$ cat src/rtl/calc_pkg.sv
// Shared opcode, error-code and state definitions for the calculator ALU sequencer.
package calc_pkg;

    localparam logic [3:0] OP_ADD = 4'd1;
    localparam logic [3:0] OP_SUB = 4'd2;
    localparam logic [3:0] OP_MUL = 4'd3;
    localparam logic [3:0] OP_DIV = 4'd4;

    localparam logic [1:0] ERR_OK   = 2'd0;
    localparam logic [1:0] ERR_OPC  = 2'd1;
    localparam logic [1:0] ERR_DIV0 = 2'd2;
    localparam logic [1:0] ERR_TMO  = 2'd3;

    typedef enum logic [1:0] {
        ST_IDLE = 2'd0,
        ST_BUSY = 2'd1,
        ST_RESP = 2'd2
    } state_e;

    function automatic logic op_is_valid(input logic [3:0] op);
        return (op >= OP_ADD) && (op <= OP_DIV);
    endfunction

endpackage

$ cat src/rtl/calc_tmo_timer.sv
// Busy-phase watchdog: counts enabled cycles and flags the last allowed one.
module calc_tmo_timer #(
    parameter int TIMEOUT = 64,
    parameter int TMR_W   = 16
) (
    input  logic clk,
    input  logic n_rst,
    input  logic clear,
    input  logic enable,
    output logic expire
);

    logic [TMR_W-1:0] cnt_q;
    logic [TMR_W-1:0] cnt_d;

    assign expire = enable && (cnt_q == TMR_W'(TIMEOUT - 1));

    // Saturate at the expiry value so a stalled FSM can never wrap the count.
    always_comb begin
        cnt_d = cnt_q;
        if (clear) begin
            cnt_d = '0;
        end else if (enable && !expire) begin
            cnt_d = cnt_q + TMR_W'(1);
        end
    end

    always_ff @(posedge clk) begin
        if (!n_rst) begin
            cnt_q <= '0;
        end else begin
            cnt_q <= cnt_d;
        end
    end

endmodule

$ cat src/rtl/calc_alu_seq.sv
// Single-outstanding sequencer: parsed command in, ALU start/operands out,
// result plus error code handed to the TX formatter.
module calc_alu_seq
    import calc_pkg::*;
#(
    parameter int TIMEOUT = 64,
    parameter int TMR_W   = 16
) (
    input  logic        clk,
    input  logic        n_rst,
    input  logic        cmd_valid,
    output logic        cmd_ready,
    input  logic [3:0]  cmd_op,
    input  logic [15:0] cmd_src1,
    input  logic [15:0] cmd_src2,
    output logic [3:0]  start_alu,
    output logic [15:0] alu_src1,
    output logic [15:0] alu_src2,
    input  logic        alu_done,
    input  logic [31:0] alu_res,
    output logic        res_valid,
    input  logic        res_ready,
    output logic [31:0] res_data,
    output logic [1:0]  res_err
);

    state_e      state_q, state_d;
    logic        cmd_ready_q, cmd_ready_d;
    logic [3:0]  start_alu_q, start_alu_d;
    logic [15:0] alu_src1_q, alu_src1_d;
    logic [15:0] alu_src2_q, alu_src2_d;
    logic        res_valid_q, res_valid_d;
    logic [31:0] res_data_q, res_data_d;
    logic [1:0]  res_err_q, res_err_d;
    logic        tmo_expire;

    calc_tmo_timer #(
        .TIMEOUT (TIMEOUT),
        .TMR_W   (TMR_W)
    ) u_tmo (
        .clk    (clk),
        .n_rst  (n_rst),
        .clear  (state_q != ST_BUSY),
        .enable (state_q == ST_BUSY),
        .expire (tmo_expire)
    );

    always_comb begin
        state_d     = state_q;
        cmd_ready_d = cmd_ready_q;
        start_alu_d = start_alu_q;
        alu_src1_d  = alu_src1_q;
        alu_src2_d  = alu_src2_q;
        res_valid_d = res_valid_q;
        res_data_d  = res_data_q;
        res_err_d   = res_err_q;
        case (state_q)
            ST_IDLE: begin
                if (cmd_valid && cmd_ready_q) begin
                    cmd_ready_d = 1'b0;
                    if (!op_is_valid(cmd_op)) begin
                        state_d     = ST_RESP;
                        res_valid_d = 1'b1;
                        res_data_d  = '0;
                        res_err_d   = ERR_OPC;
                    end else if (cmd_op == OP_DIV && cmd_src2 == 16'd0) begin
                        state_d     = ST_RESP;
                        res_valid_d = 1'b1;
                        res_data_d  = '0;
                        res_err_d   = ERR_DIV0;
                    end else begin
                        state_d     = ST_BUSY;
                        start_alu_d = cmd_op;
                        alu_src1_d  = cmd_src1;
                        alu_src2_d  = cmd_src2;
                    end
                end
            end
            ST_BUSY: begin
                // A done arriving on the expiry cycle still counts as success.
                if (alu_done) begin
                    state_d     = ST_RESP;
                    start_alu_d = 4'd0;
                    res_valid_d = 1'b1;
                    res_data_d  = alu_res;
                    res_err_d   = ERR_OK;
                end else if (tmo_expire) begin
                    state_d     = ST_RESP;
                    start_alu_d = 4'd0;
                    res_valid_d = 1'b1;
                    res_data_d  = '0;
                    res_err_d   = ERR_TMO;
                end
            end
            ST_RESP: begin
                if (res_ready) begin
                    state_d     = ST_IDLE;
                    res_valid_d = 1'b0;
                    cmd_ready_d = 1'b1;
                end
            end
            default: begin
                state_d     = ST_IDLE;
                cmd_ready_d = 1'b1;
                start_alu_d = 4'd0;
                res_valid_d = 1'b0;
            end
        endcase
    end

    always_ff @(posedge clk) begin
        if (!n_rst) begin
            state_q     <= ST_IDLE;
            cmd_ready_q <= 1'b1;
            start_alu_q <= 4'd0;
            alu_src1_q  <= '0;
            alu_src2_q  <= '0;
            res_valid_q <= 1'b0;
            res_data_q  <= '0;
            res_err_q   <= ERR_OK;
        end else begin
            state_q     <= state_d;
            cmd_ready_q <= cmd_ready_d;
            start_alu_q <= start_alu_d;
            alu_src1_q  <= alu_src1_d;
            alu_src2_q  <= alu_src2_d;
            res_valid_q <= res_valid_d;
            res_data_q  <= res_data_d;
            res_err_q   <= res_err_d;
        end
    end

    assign cmd_ready = cmd_ready_q;
    assign start_alu = start_alu_q;
    assign alu_src1  = alu_src1_q;
    assign alu_src2  = alu_src2_q;
    assign res_valid = res_valid_q;
    assign res_data  = res_data_q;
    assign res_err   = res_err_q;

endmodule

$ cat config.mk
export PLATFORM = sky130hd
export DESIGN_NAME = calc_alu_seq
export DESIGN_NICKNAME = d
export VERILOG_FILES = /design/src/rtl/calc_pkg.sv /design/src/rtl/calc_tmo_timer.sv /design/src/rtl/calc_alu_seq.sv
export SDC_FILE = /design/constraint.sdc
export NUM_CORES = 1
export LEC_CHECK = 0
export CAP_MARGIN = 20
export CORE_MARGIN = 3
export CORE_UTILIZATION = 43
export DETAILED_ROUTE_END_ITERATION = 8
export GPL_ROUTABILITY_DRIVEN = 0
export PLACE_DENSITY = 0.8
export SYNTH_ARGS = -nofsm -noshare
export SYNTH_HDL_FRONTEND = slang
export SYNTH_SLANG_ARGS = --single-unit
$ cat constraint.sdc
create_clock -name clk -period 3.25 [get_ports clk]
set_input_delay 0.325 -clock clk [delete_from_list [all_inputs] [get_ports clk]]
set_output_delay 0.325 -clock clk [all_outputs]
set_load 0.005 [all_outputs]
==> metrics.txt, run 1 <==
core area 7890 um2; total grt overflow 0; CP max FO 32; post-synthesis mux area share 0.00843; status finished, final reports clean; routed vias 3571; # setup viols final 0; synth warn 0; Area growth syn-to-layout 48.4%; Buffers on Ports 144; number of synthesized flops with an enable pin 0; Post-Route WL 10.6 mm; routed vias/inst 5.85; post-synthesis cell type count 39; peak supply drop 0.000229 V; TritonCTS Sinks 90; Starting DRT DRC Count 274; Hold Vio Cnt, Final 0; Hold Buf Count CTS 0; post-cts resize count 0; Synth Register Bits 90; num rows 32; final core occ 0.670; fin crit share 0.787; largest net degree at the start of global routing 38; Final nets 577; Synth Area in Simple Gates 0.170; Data arrival, critical path 2.80 ns; Worst Skew 0.0142 ns; # DRC 0; Max-Cap Viols 0; fin crit period 2.56 ns; Antenna Nets Post-Route 0; Worst Tran Pin Value 0.902 ns; Starting Density 0.452; vias in the first global route 3437; WL per Instance 17.3 um; Lkg Pwr 1.84 nW; commonest cells after routing, fill and taps aside clkdlybuf4s50_1 (144), dfxtp_1 (90), nand4_1 (41), a21oi_1 (36), a22o_1 (33); design area 5290 um2; diodes inserted 0; Synth async-reset ratio 0; Slew HR 0.393; first-pass GRT wire length 17.2 mm; die height 97.0 um; syn nets 449; worst skew pair latency 0.36 ns; I/O pins 145; root buffer cell clkbuf_8; FF/Latch Area 1800 um2; main combinational cell family by area after synthesis compound AO/OA/AOI/OAI gates; placed inst area 5070 um2; Worst Setup End Kind flop; multi-input logic area 1610 um2; max frequency 0.391 GHz; Avg Cell Area, Syn 9.50 um2; CTS tree yes; CTS buffer count 9; gr usage total 0.220; antenna violations before repair 0; H-tree depth 3; Die Footprint 9410 um2; Synth Cell Area 3560 um2; Adder-Cell Fraction of Synth Area 0.00351; postcts setup bufs 0; CP Data Required Time 3.49 ns; Mapped Cells 375; sequential area share after synthesis 0.506; Worst Hold Slack 0.471 ns; TNS Setup 0 ns; post-synthesis compound-gate area fraction 0.235; clock slew at reported path FFs 0.09 ns; Fillers 619; dpl hpwl 7.47 mm; RSZ-0062 raised after global routing false; CP startpoint kind flop; most common cell after layout, fill and taps aside clkdlybuf4s50_1; Final Max Slew Viols 0; First-pass DRT Iterations 5; Cell Pwr Density 430 nW/um2; Die W 97.0 um; Hold Crit Class flop to flop; layout cells sized above 1 0.0591; predominant post-synthesis flop cell dfxtp_1; clk buf depth 2; Crit Path Category flop to flop; Synth Area in XOR/XNOR 0.0344
cells in the mapped netlist (all sizes together), types with 2 or more instances:
| cell type | number | area share |
|---|---|---|
| xnor2 | 5 | 0.012 |
| xor2 | 9 | 0.022 |
| o31ai | 32 | 0.067 |
| inv | 2 | 0.0021 |
| a32o | 3 | 0.0084 |
| nand3 | 4 | 0.0056 |
| a22o | 33 | 0.081 |
| clkbuf | 31 | 0.033 |
| dfxtp | 90 | 0.51 |
| nand2 | 15 | 0.016 |
| or3 | 2 | 0.0049 |
| o21ai | 3 | 0.0042 |
| and3 | 6 | 0.011 |
| a21oi | 37 | 0.052 |
| or4 | 3 | 0.0063 |
| and2 | 2 | 0.0035 |
| nor2 | 20 | 0.021 |
| nor4 | 7 | 0.012 |
| buf | 5 | 0.0067 |
| nor3 | 7 | 0.0098 |
| mux2i | 3 | 0.0084 |
| a21o | 2 | 0.0042 |
| nand4 | 41 | 0.072 |
routing by layer:
layer / global-route usage / vias up / wire length, um
li1: - / 1688 / -
met1: 0.280 / 1714 / 4330
met2: 0.367 / 152 / 5320
met3: 0.0584 / 17 / 729
met4: 0.0605 / 0 / 170
met5: 0 / - / 0
where the power goes:
part	switching (mW)	internal [mW]	leakage (nW)
combinational	0.159	0.167	0.999
sequential	0.0186	1.13	0.728
clock	0.398	0.402	0.110
total	0.575	1.70	1.84
metrics by stage:
stage               total power, mW  instances  setup WS [ns]
floorplan                      1.31        375          0.798
global placement               1.49        594          0.747
detailed placement             1.50        594          0.632
CTS                            2.29        610          0.697
global route                   2.37        610          0.574
finish                         2.27        610          0.693
worst paths after layout:
path	start	endpoint	slack [ns]	depth (start not counted)
min	res_err[1]	res_err[1]	0.47	2
max reg2reg	u_tmo.cnt_q[10]	res_data[28]	0.69	6
min reg2reg	res_err[1]	res_err[1]	0.47	2
max	u_tmo.cnt_q[10]	res_data[28]	0.69	6
kinds of logic (layout without fill, tap and decap cells):
kind of cell	Yosys count	count (layout)
flops	90	90
mux	3	3
simple gates	111	111
fa+ha+maj	1	1
compound gates	117	117
buf+inv	39	172
xor+xnor	14	14
sequential cells by signal (all words and copies together) (netlist names):
name / cells
alu_src1: 16
alu_src2: 16
cmd_ready: 1
res_data: 32
res_err: 2
res_valid: 1
start_alu: 4
state_q: 2
u_tmo.cnt_q: 16
final cells by class:
type,instances,area share
Tap cell,102,0.0241
Clock buffer,11,0.0286
Multi-Input combinational cell,246,0.305
Inverter,3,0.00213
Sequential cell,90,0.341
Clock inverter,5,0.0116
Timing Repair Buffer,153,0.288
worst max-delay path: stages (launching register included):
cell	delay (ns)
dfxtp_1	0.35
or4_1	0.57
or4_1	0.62
a221oi_2	0.33
a21oi_2	0.09
buf_4	0.25
a22o_1	0.23
Note: power is estimated with default switching activity, not from simulation.
==> inputs of run 2 (changes only) <==
==> constraint.sdc (replaced) <==
create_clock -name clk -period 2.65 [get_ports clk]
set_input_delay 0.265 -clock clk [delete_from_list [all_inputs] [get_ports clk]]
set_output_delay 0.265 -clock clk [all_outputs]
set_load 0.005 [all_outputs]
==> run 2 against run 1 <==
Compared with the run above: total power increased by 23%; final area increased by 0.66%; clock skew decreased by 0.0014 ns; first-iteration DRC count decreased by 11%; critical endpoint is now start_alu[1].
==> metrics.txt, run 2 (same netlist as run 1, synthesis figures left out) <==
Die W 97.0 um; die height 97.0 um; Hold Crit Class flop to flop; Area growth syn-to-layout 49.4%; CP max stage cell or4_1; CP Data Required Time 2.90 ns; Starting DRT DRC Count 244; CTS tree yes; Crit Path Category flop to flop; largest net degree at the start of global routing 37; First-pass DRT Iterations 5; Buffers on Ports 144; Slew HR 0.647; dpl hpwl 7.57 mm; CTS buffer count 9; clk buf depth 2; CP max FO 5; worst skew pair latency 0.35 ns; pre-CTS setup slack 0.157 ns; Lkg Pwr 1.85 nW; # DRC 0; diodes inserted 0; H-tree depth 3; CP startpoint kind flop; routed vias 3566; cell mode on critical path or4_1; max reg flops 32; Antenna Nets Post-Route 0; fin crit share 0.945; Buf+Inv Stages, Crit Path 0; Worst Setup End Kind flop; TNS Setup 0 ns; num rows 32; Worst R2R Setup Slack 0.15 ns; I/O pins 145; RSZ-0062 raised after global routing false; Post-Route WL 10.6 mm; Max-Cap Viols 0; Final Worst Setup Slack 0.147 ns; layout cells sized above 1 0.0682; post-cts resize count 0; Final nets 582; Starting Density 0.452; root buffer cell clkbuf_8; WL per Instance 17.3 um; routed vias/inst 5.80; fin crit period 2.50 ns; Final Non-Filler Cells 615; max frequency 0.399 GHz; placed cells 599; Cell Pwr Density 524 nW/um2; Hold Vio Cnt, Final 0; sequence of cells on the critical path or4_1, or4_1, a22o_1, or3_4, a32o_1; postcts setup bufs 0; Worst Skew 0.0128 ns; antenna violations before repair 0; gr usage total 0.222; Data arrival, critical path 2.75 ns; commonest cells after routing, fill and taps aside clkdlybuf4s50_1 (144), dfxtp_1 (90), nand4_1 (41), a21oi_1 (36), a22o_1 (33); Worst Tran Pin Value 0.528 ns; total grt overflow 0; peak supply drop 0.000388 V; Crit path max-delay family simple AND/OR/NAND/NOR gates; Die Footprint 9410 um2; clock slew at reported path FFs 0.10 ns; Hold Buf Count CTS 0; vias in the first global route 3457; # setup viols final 0; status finished, final reports clean; max incr delay on CP 0.61 ns; TritonCTS Sinks 90; first-pass GRT wire length 17.4 mm; Final Max Slew Viols 0; most common cell after layout, fill and taps aside clkdlybuf4s50_1; core area 7890 um2
## run 2: cell types whose count changed in the layout (fill, tap and decap cells not counted)
| cell | before | now |
|---|---|---|
| buf_4 | 8 | 13 |
| clkbuf_8 | 11 | 10 |
| clkinv_2 | 1 | 0 |
| clkinvlp_4 | 0 | 1 |
| inv_6 | 1 | 2 |
## run 2: worst register-to-register path: stages, from the launching register on
cell	delay (ns)
dfxtp_1	0.36
or4_1	0.56
or4_1	0.61
a22o_1	0.23
or3_4	0.40
a32o_1	0.27
## run 2: metal layers
metal	part of all wire	global-route usage	up-vias	routed length [um]
met5	0	0	-	0
met4	0.021	0.0691	0	225
met3	0.067	0.0548	15	717
met2	0.50	0.369	134	5280
met1	0.41	0.285	1721	4410
li1	-	-	1696	-
## run 2: path summary, 6_finish.rpt
path                  endpoint             from  cells past startpoint
setup reg to reg  start_alu[1]  u_tmo.cnt_q[10]                      5
hold / removal     alu_src2[5]      alu_src2[5]                      2
setup / recovery  start_alu[1]  u_tmo.cnt_q[10]                      5
hold reg to reg    alu_src2[5]      alu_src2[5]                      2
## run 2: per-stage QoR
stage	util	hold WS (ns)	cell area, um2	power [mW]
6_report	0.675	0.472	5320	2.79
5_1_grt	0.675	0.488	5320	2.90
4_1_cts	0.675	0.473	5320	2.80
3_5_place_dp	0.648	0.459	5110	1.85
3_3_place_gp	0.648	0.454	5110	1.84
2_1_floorplan	-	0.391	3560	1.61
## run 2: layout make-up
class / count / area, um2
Inverter: 3 / 11.3
Clock inverter: 6 / 72.6
Fill cell: 629 / 2560
Timing Repair Buffer: 158 / 1560
Multi-Input combinational cell: 246 / 1610
Sequential cell: 90 / 1800
Tap cell: 102 / 128
Clock buffer: 10 / 138
## run 2: power breakdown
group	switching (mW)	leakage [nW]	internal (mW)
logic	0.200	1.02	0.213
registers	0.0219	0.728	1.39
clock network	0.498	0.103	0.472
total	0.719	1.85	2.07
==> inputs of run 3 (changes only) <==
--- a/config.mk
+++ b/config.mk
@@ -7,10 +7,10 @@
 export LEC_CHECK = 0
 export CAP_MARGIN = 20
 export CORE_MARGIN = 3
-export CORE_UTILIZATION = 43
+export CORE_UTILIZATION = 39
 export DETAILED_ROUTE_END_ITERATION = 8
 export GPL_ROUTABILITY_DRIVEN = 0
-export PLACE_DENSITY = 0.8
+export PLACE_DENSITY = 0.77
 export SYNTH_ARGS = -nofsm -noshare
 export SYNTH_HDL_FRONTEND = slang
 export SYNTH_SLANG_ARGS = --single-unit
==> constraint.sdc (replaced) <==
create_clock -name clk -period 2.3 [get_ports clk]
set_input_delay 0.23 -clock clk [delete_from_list [all_inputs] [get_ports clk]]
set_output_delay 0.23 -clock clk [all_outputs]
set_load 0.005 [all_outputs]
==> run 3 against run 2 <==
Compared with the run above: the flow now finishes with violations (setup timing); count of clock-buffer cells in the layout decreased by 1; clock skew rose by 0.0033 ns; sequential share of layout area shrank 1.1 points; die area increased by 9.6%; routed wire length increased by 7.7%; sequential power rose by 15%; total power up 13%; first-iteration DRC count fell by 25%; critical path type unchanged; largest cell class unchanged.
==> metrics.txt, run 3 (same netlist as run 1, synthesis figures left out) <==
status finished, violations left; failing checks setup timing; met3 routed WL 549 um; Cell Pwr Density 570 nW/um2; dpl hpwl 7.73 mm; start of the worst register-to-register path u_tmo.cnt_q[10]; CP startpoint kind flop; wl on met1 4.91 mm; I/O pins 145; total grt overflow 0; largest net degree at the start of global routing 36; Worst Setup EP start_alu[1]; CP max FO 4; power share of the clock group 0.318; fin crit period 2.34 ns; CTS buffer count 9; worst skew pair latency 0.36 ns; CTS tree yes; CP max stage cell or4_4; most common cell after layout, fill and taps aside clkdlybuf4s50_1; Antenna Nets Post-Route 0; Net Sw Power 0.879 mW; commonest cells after routing, fill and taps aside clkdlybuf4s50_1 (144), dfxtp_1 (87), nand4_1 (41), a21oi_1 (36), a22o_1 (33); Crit Path Category flop to flop; Sw Share 0.280; cell mode on critical path or4_4; Worst Hold Slack 0.424 ns; Hold Crit Class input pin to flop; RSZ-0062 raised after global routing true; Die Footprint 10300 um2; sequence of cells on the critical path or4_4, or4_4, a22o_1, or3_4, a32o_1; fin crit share 1.02; internal power 2.26 mW; placed inst area 5230 um2; Critical path origin u_tmo.cnt_q[10]; peak supply drop 0.000247 V; clk buf depth 2; Slew HR 0.642; max frequency 0.427 GHz; first-pass GRT wire length 17.7 mm; antenna violations before repair 0; register share of total power 0.516; # setup viols final 19; Worst Setup End Kind flop; Lkg Pwr 1.92 nW; Worst Skew 0.0161 ns; Data arrival, critical path 2.61 ns; CP Data Required Time 2.57 ns; Final nets 596; final core occ 0.625; Worst R2R Setup Slack -0.04 ns; layout cells sized above 1 0.104; diodes inserted 0; Crit path max-delay family simple AND/OR/NAND/NOR gates; design area 5510 um2; Worst Tran Pin Value 0.535 ns; max incr delay on CP 0.59 ns; Buf+Inv Stages, Crit Path 0; Hold Buf Count CTS 0; Final Max Slew Viols 0; gr usage total 0.214; Area growth syn-to-layout 54.5%; TritonCTS Sinks 90; reg-to-reg endpoint start_alu[1]; Final Worst Setup Slack -0.0425 ns; Hold Vio Cnt, Final 0; First-pass DRT Iterations 4; clock slew at reported path FFs 0.10 ns; # DRC 0; die height 102 um; Final Power 3.14 mW; vias in the first global route 3521; Post-Route WL 11.4 mm; Fillers 732; core area 8810 um2; H-tree depth 3; root buffer cell clkbuf_8; top layer in use met4; max reg flops 32; Gate power share 0.165; Die W 102 um; Max-Cap Viols 0; routed vias 3646; Starting DRT DRC Count 182; Met2 Wirelength 5.83 mm; WL per Instance 18.0 um; Starting Density 0.405; worst reg-to-reg path cell count 5; pre-CTS setup slack -0.132 ns; Buffers on Ports 144; num rows 34; critical path depth 5; routed vias/inst 5.74
[run 3: what timing repair did]
action | in CTS | in global routing
setup buffers | 1 | 0
pin swaps | 5 | 3
endpoints found under the setup margin | 35 | 39
gates cloned | 3 | 0
endpoints found under the hold margin | 0 | 0
resized for setup | 3 | 2
[run 3: power groups by stage]
| stage | combinational, mW | sequential, mW | clock (mW) |
|---|---|---|---|
| floorplan | 0.212 | 1.66 | 0 |
| global placement | 0.469 | 1.66 | 0 |
| detailed placement | 0.477 | 1.66 | 0 |
| CTS | 0.512 | 1.62 | 1.01 |
| global route | 0.554 | 1.63 | 1.07 |
| finish | 0.519 | 1.62 | 0.999 |
[run 3: routing by layer]
layer  global-route usage  vias up
met5                    0        -
met4               0.0634        0
met3               0.0344       17
met2                0.359      103
met1                0.283     1787
li1                     -     1739
[run 3: area by class of cell]
class / count / area, um2 / share of cell area
Sequential cell: 90 / 1810 / 0.328
Multi-Input combinational cell: 249 / 1700 / 0.309
Timing Repair Buffer: 169 / 1670 / 0.304
Tap cell: 108 / 135 / 0.0245
Clock buffer: 9 / 124 / 0.0225
Clock inverter: 7 / 52.6 / 0.00955
Inverter: 3 / 11.3 / 0.00205
[run 3: worst min path at each step]
stage                       startpoint      endpoint  slack (ns)  cells past startpoint
after floorplan              cmd_op[0]  start_alu[0]        0.36                      1
after global placement      res_err[1]    res_err[1]        0.45                      2
after detailed placement  res_data[13]  res_data[13]        0.46                      1
after CTS                 cmd_src1[15]  alu_src1[15]        0.42                      3
after global routing       cmd_src1[1]   alu_src1[1]        0.45                      3
final                     cmd_src1[15]  alu_src1[15]        0.42                      3
[run 3: tightest hold or removal path: cells and delay by family]
kind                   cells  cell delay [ns]
buffers and inverters      1             0.40
and+or+nand+nor            1             0.07
AOI/OAI and AO/OA          1             0.05
[run 3: through the flow]
stage          TNS [ns]  instances
5_1_grt           -2.25        635
3_3_place_gp     -0.883        614
4_1_cts          -0.695        634
6_report         -0.412        635
2_1_floorplan    -0.332        375
3_5_place_dp      -3.80        614
